--- src/rtl/tmds_encoder.sv ---
// rtl/tmds_encoder.sv - 8b/10b TMDS symbol encoder, two-stage pipeline.
// Optional running-disparity balancing is enabled by defining TMDS_DC_BALANCE_EN.
module tmds_encoder (
    input  logic       clk,
    input  logic       reset,
    input  logic       data_en,
    input  logic       c0,
    input  logic       c1,
    input  logic [7:0] data,
    output logic [9:0] tmds
);

    function automatic logic [3:0] popcount8(input logic [7:0] v);
        logic [3:0] n;
        n = 4'd0;
        for (int i = 0; i < 8; i++) begin
            n = n + {3'b000, v[i]};
        end
        return n;
    endfunction

    // Transition-minimising stage: XNOR chain when the byte is 1-heavy.
    function automatic logic [8:0] minimise(input logic [7:0] d);
        logic [8:0] q;
        logic [3:0] n1;
        logic       use_xnor;
        n1       = popcount8(d);
        use_xnor = (n1 > 4'd4) || ((n1 == 4'd4) && !d[0]);
        q[0]     = d[0];
        for (int i = 1; i < 8; i++) begin
            q[i] = use_xnor ? ~(q[i-1] ^ d[i]) : (q[i-1] ^ d[i]);
        end
        q[8] = !use_xnor;
        return q;
    endfunction

    logic       en_q;
    logic [1:0] ctl_q;
    logic [8:0] qm_q;

    always_ff @(posedge clk) begin
        if (reset) begin
            en_q  <= 1'b0;
            ctl_q <= 2'b00;
            qm_q  <= 9'd0;
        end else begin
            en_q  <= data_en;
            ctl_q <= {c1, c0};
            qm_q  <= minimise(data);
        end
    end

    logic [9:0] ctl_code;

    always_comb begin
        ctl_code = 10'h354;
        case (ctl_q)
            2'b00: ctl_code = 10'h354;
            2'b01: ctl_code = 10'h0AB;
            2'b10: ctl_code = 10'h154;
            2'b11: ctl_code = 10'h2AB;
            default: ctl_code = 10'h354;
        endcase
    end

`ifdef TMDS_DC_BALANCE_EN
    logic [4:0]        cnt;
    logic [4:0]        cnt_nxt;
    logic [9:0]        sym;
    logic signed [5:0] diff;
    logic signed [5:0] delta;
    logic signed [5:0] sum;
    logic              cnt_pos;
    logic              cnt_neg;
    logic              diff_pos;
    logic              diff_neg;

    // diff = N1 - N0 = 2*N1 - 8, always in -8..+8
    always_comb begin
        diff     = $signed({1'b0, popcount8(qm_q[7:0]), 1'b0}) - 6'sd8;
        cnt_neg  = cnt[4];
        cnt_pos  = !cnt[4] && (cnt != 5'd0);
        diff_neg = diff[5];
        diff_pos = !diff[5] && (diff != 6'sd0);
        sym      = {1'b0, qm_q[8], qm_q[7:0]};
        delta    = 6'sd0;
        if ((cnt == 5'd0) || (diff == 6'sd0)) begin
            sym   = {~qm_q[8], qm_q[8], qm_q[8] ? qm_q[7:0] : ~qm_q[7:0]};
            delta = qm_q[8] ? diff : -diff;
        end else if ((cnt_pos && diff_pos) || (cnt_neg && diff_neg)) begin
            sym   = {1'b1, qm_q[8], ~qm_q[7:0]};
            delta = (qm_q[8] ? 6'sd2 : 6'sd0) - diff;
        end else begin
            sym   = {1'b0, qm_q[8], qm_q[7:0]};
            delta = diff - (qm_q[8] ? 6'sd0 : 6'sd2);
        end
        sum     = $signed({cnt[4], cnt}) + delta;
        cnt_nxt = sum[4:0];
    end

    always_ff @(posedge clk) begin
        if (reset) begin
            cnt  <= 5'd0;
            tmds <= 10'h354;
        end else if (en_q) begin
            cnt  <= cnt_nxt;
            tmds <= sym;
        end else begin
            cnt  <= 5'd0;
            tmds <= ctl_code;
        end
    end
`else
    always_ff @(posedge clk) begin
        if (reset) begin
            tmds <= 10'h354;
        end else if (en_q) begin
            tmds <= {1'b0, qm_q[8], qm_q[7:0]};
        end else begin
            tmds <= ctl_code;
        end
    end
`endif

endmodule

--- config.mk ---
export PLATFORM = sky130hd
export DESIGN_NAME = tmds_encoder
export DESIGN_NICKNAME = d
export VERILOG_FILES = /design/src/rtl/tmds_encoder.sv
export SDC_FILE = /design/constraint.sdc
export NUM_CORES = 1
export LEC_CHECK = 0
export CAP_MARGIN = 20
export CORE_UTILIZATION = 52
export CTS_CLUSTER_DIAMETER = 50
export DETAILED_ROUTE_END_ITERATION = 16
export GPL_TIMING_DRIVEN = 0
export PLACE_DENSITY = 0.82
export RECOVER_POWER = 50
export SYNTH_ARGS = -nofsm -noshare
export SYNTH_HDL_FRONTEND = slang
export SYNTH_SLANG_ARGS = --single-unit
--- constraint.sdc ---
create_clock -name clk -period 7.2 [get_ports clk]
set_input_delay 0.72 -clock clk [delete_from_list [all_inputs] [get_ports clk]]
set_output_delay 0.72 -clock clk [all_outputs]
set_load 0.01 [all_outputs]
* Yosys cells after proc, flatten, opt, wreduce, memory -nomap -nowiden
Index checks and enable logic that the tools add are counted.
Operators by class: shift-type cells 0, bitwise logic cells 14, multiplexer cells 9, add/subtract/negate cells 7, reduce and logical (&&, ||, !) cells 5, multiply operators 0, order comparisons 1, equal/unequal tests 4, divide/modulo/power cells 0
Operators by type and width (number):
- one-hot mux 10 bit (4 select lines) | 1
- adder 4 x 1 -> 4 bit | 4
- 2-to-1 mux 10 bit | 1
- 2-to-1 mux 1 bit | 7
- NOT 1 bit | 7
- XOR 1 bit | 7
- adder 3 x 1 -> 4 bit | 1
- == test 2 bit, second input constant | 2
- == test 4 x 3 -> 1 bit, second input constant | 1
- greater-than comparator 4 x 3 -> 1 bit, second input constant | 1
- adder 2 x 1 -> 3 bit | 1
- adder 1 x 1 -> 2 bit | 1
- == test 2 x 1 -> 1 bit, second input constant | 1
- logical NOT 1 bit | 2
- logical NOT 2 bit | 1
- logical AND 1 bit | 1
- logical OR 1 bit | 1
Word-level totals: output and inout port bits 10, register bits 22, latch bits 0, memories 0, input bits 13, bits in read-only memories 0, RAM bits 0, logic and storage cells 44

* Longest topological paths before layout
depth after elaboration 29, gate-level depth with buffers 11, mapped depth without buffers 11

* Worst setup path before layout
No wires, ideal clock.
path type input -> register, start point input data[0], end point register qm_q[7], library setup time 114 ps, arrival 3755 ps, cell stages on the path 11, buffers on the path 0, data required time 7086 ps, path slack 3331 ps, path through inv_1 fa_1 fa_1 fa_1 inv_1 ha_1 fa_1 nor3b_1 o22ai_2 xnor3_1 and2b_1
On the way: longest elaborated chain between the ends 29, elaborated cells on any way between the ends 33, those cells by class 7 x add/sub; 1 x order compare; 1 x eq/ne; 7 x mux; 14 x bitwise; 3 x reduce/logical
RTL lines:
- start: declaration | RTL line 9 | input logic [7:0] data,
- branches (longest 28 deep; another with adder 3 x 1 -> 4 bit)
- 2-to-1 mux 1 bit * | RTL line 31 | q[i] = use_xnor ? ~(q[i-1] ^ d[i]) : (q[i-1] ^ d[i]);
- end signal: assignment | RTL line 49 | qm_q <= minimise(data);
- end: declaration | RTL line 39 | logic [8:0] qm_q;
Every way passes the cells marked *. A chain may end at the register's enable or synchronous reset.

* Worst setup path in the final report
Same ends and word-level chain as after synthesis.

==> flow_summary.yaml <==
run_status:
  outcome: "finished, final reports clean"
layout:
  syn_to_final_growth_pct: 27.8
  final_nets: 150
  final_util_pct: 73.3
  drive_above_1_share_pct: 4.84
  antenna_cells: 0
place:
  post-place-ws_ns: 2.56
  place.gp.congestion: 0.778
  dpl.hpwl_um: 1310
  numPortBuffers: 22
sta:
  setup_viol: 0
  setup_slack_ns: 2.94
  post-route-min-period_ns: 4.26
  relSlewSlack_pct: 73.0
  tns_ns: 0
  rsz0062_at_grt: "false"
  fin_skew_ns: 0.00987
  tightest_slew_ns: 0.402
  finalHoldViolCount: 0
  slew_viol_final: 0
  fmax_mhz: 235
  period_share_pct: 59.2
power:
  ir_drop_mv: 0.163
  power_leakage_uw: 0.000599
  power.total_uw: 315
  p_per_area_nw_per_um2: 238
floorplan:
  coreArea_um2: 1800
  start_util_pct: 57.4
  die_y_um: 46.6
  fp-row-count: 15
  ios: 23
  die_area_um2: 2170
  fp.dieW_um: 46.6
setup_path:
  regToRegSetupSlack_ns: 5.90
  startpoint_type: "primary input"
  required_ns: 7.42
  ff2ff_path_depth: 4
  rr_endpoint: "tmds[4]$_SDFF_PP1_"
  path_class: "in2reg"
  cp-end-kind: "flop"
  worst-path-max-fanout: 5
  cp.arrival_ns: 4.48
  r2r_start: "ctl_q[0]$_SDFF_PP0_"
drt:
  first_pass_iters: 2
  ant_nets: 0
  first_iter_violations: 6
  vias: 688
  post_drt_wl_per_cell_um: 10.3
  drt_wl_total_um: 1530
  vias_per_cell: 4.62
  drcViolationCount: 0
clocking:
  ctsHtreeMaxLevel: 1
  cts_buffers: 3
  post_cts_buffers: 0
  cts_num_sinks: 22
  clockBufferDepth: 2
  clkTransAtPathRegs_ns: 0.12
  postCtsHoldBufs: 0
  post_cts_resize_count: 0
  root_buffer: "clkbuf_4"
  clk_latency_ns: 0.31
  cts_tree: "done"
flow_run:
  maxCapViolations: 0
min_path:
  hold_end: "tmds[5]$_SDFF_PP0_"
  worst_hold_startpoint: "qm_q[5]$_SDFF_PP0_"
  min_path_cells: 2
  min_path_type: "reg2reg"
logic_synthesis:
  synth-seq-cells: 22
  synth.area.top_cells: "dfxtp_1 (43%), ha_1 (9.7%), fa_1 (7.7%)"
  synth_top_area_cell: "dfxtp_1"
  synth_nets: 123
  syn_inst: 98
  yosys.area.top_type_share_pct: 42.6
  avgSynthCellArea_um2: 10.5
  synth_area_um2: 1030
  yosys_warnings: 0
  synthDistinctLibCells: 20
  yosysSeqAreaShare_pct: 42.6
global_route:
  grt-ovfl-total: 0
  grt_usage_pct: 18.6
  antenna_found_initial: 0
  grt_pass1_wl_um: 2700
  grt_pass1_vias: 669
  grt_max_degree: 13
cell usage in the layout (no fill, tap or decap), drive strengths merged:
cell type      count
clkinv             1
nor3               1
nor2               8
and2b              1
a21oi              6
xor3               1
clkdlybuf4s50     20
xnor3              3
o22ai              1
nor3b              1
o21bai             5
ha                 8
nor2b              8
dlygate4sd3        2
inv               13
o21ai              1
clkbuf             7
xnor2              6
nand2              5
dfxtp             22
fa                 4
worst max-delay path by stage:
stage	slack, ns	end	startpoint
floorplan	3.33	qm_q[7]$_SDFF_PP0_	data[0]
global placement	2.62	qm_q[7]$_SDFF_PP0_	data[0]
detailed placement	2.56	qm_q[7]$_SDFF_PP0_	data[0]
CTS	2.90	qm_q[7]$_SDFF_PP0_	data[0]
global route	2.79	qm_q[7]$_SDFF_PP0_	data[0]
finish	2.94	qm_q[7]$_SDFF_PP0_	data[0]
area by class of cell:
type,count,area [um^2]
multi-input cells,59,529
fillers,150,480
flip-flops and latches,22,440
repair buffers,22,220
inverters,14,52.6
clock buffers,4,36.3
well taps,25,31.3
plain buffers,3,11.3
metrics by stage:
step	cell area, um^2	hold WS, ns	std cells
finish	1320	0.457	149
global route	1320	0.483	149
CTS	1320	0.456	149
detailed placement	1280	0.437	145
global placement	1280	0.436	145
floorplan	1030	0.431	98
report_power, final:
group,internal [uW],switching (uW),total (uW)
sequential,141,5.28,146
combinational,59.0,42.9,102
clock,30.9,35.8,66.7
layer usage:
layer  global-route usage, %  part of all wire [%]  vias to the layer above
met1                    20.6                    42                      309
met2                    30.8                    52                       19
met5                       0                     0                        -
met4                    11.8                   2.2                        0
li1                        -                     -                      356
met3                    5.10                   3.6                        4
sequential cells by signal, indices dropped and copies added (netlist names):
signal,cells
qm_q,9
ctl_q,2
en_q,1
tmds,10
cells in the mapped netlist:
cell	number
o22ai_2	1
and2b_1	1
o21bai_1	5
a21oi_1	6
buf_1	1
nand2_1	5
xnor3_1	3
nor3_1	1
ha_1	8
dfxtp_1	22
fa_1	4
nor2_1	8
clkinv_1	1
inv_1	13
xnor2_1	6
xor3_2	1
o21ai_1	1
clkbuf_1	2
nor3b_1	1
nor2b_1	8
critical path, stage by stage:
cell	delay (ns)
clkdlybuf4s50_1	0.51
inv_1	0.10
fa_1	0.57
fa_1	0.43
fa_1	0.49
inv_1	0.04
ha_1	0.20
fa_1	0.48
nor3b_1	0.05
o22ai_2	0.36
xnor3_1	0.38
and2b_1	0.16
cell families (layout without fill, tap and decap cells):
kind of cell	Yosys count	after routing	synth area share, %
and+or+nand+nor	24	24	11.5
adders and majority gates	12	12	17.4
DFF	22	22	42.6
xor gates and xnor gates	10	10	14.0
buffers and inverters	17	43	6.17
AOI/OAI and AO/OA	13	13	8.23
Power figures use the tool's default switching activity.
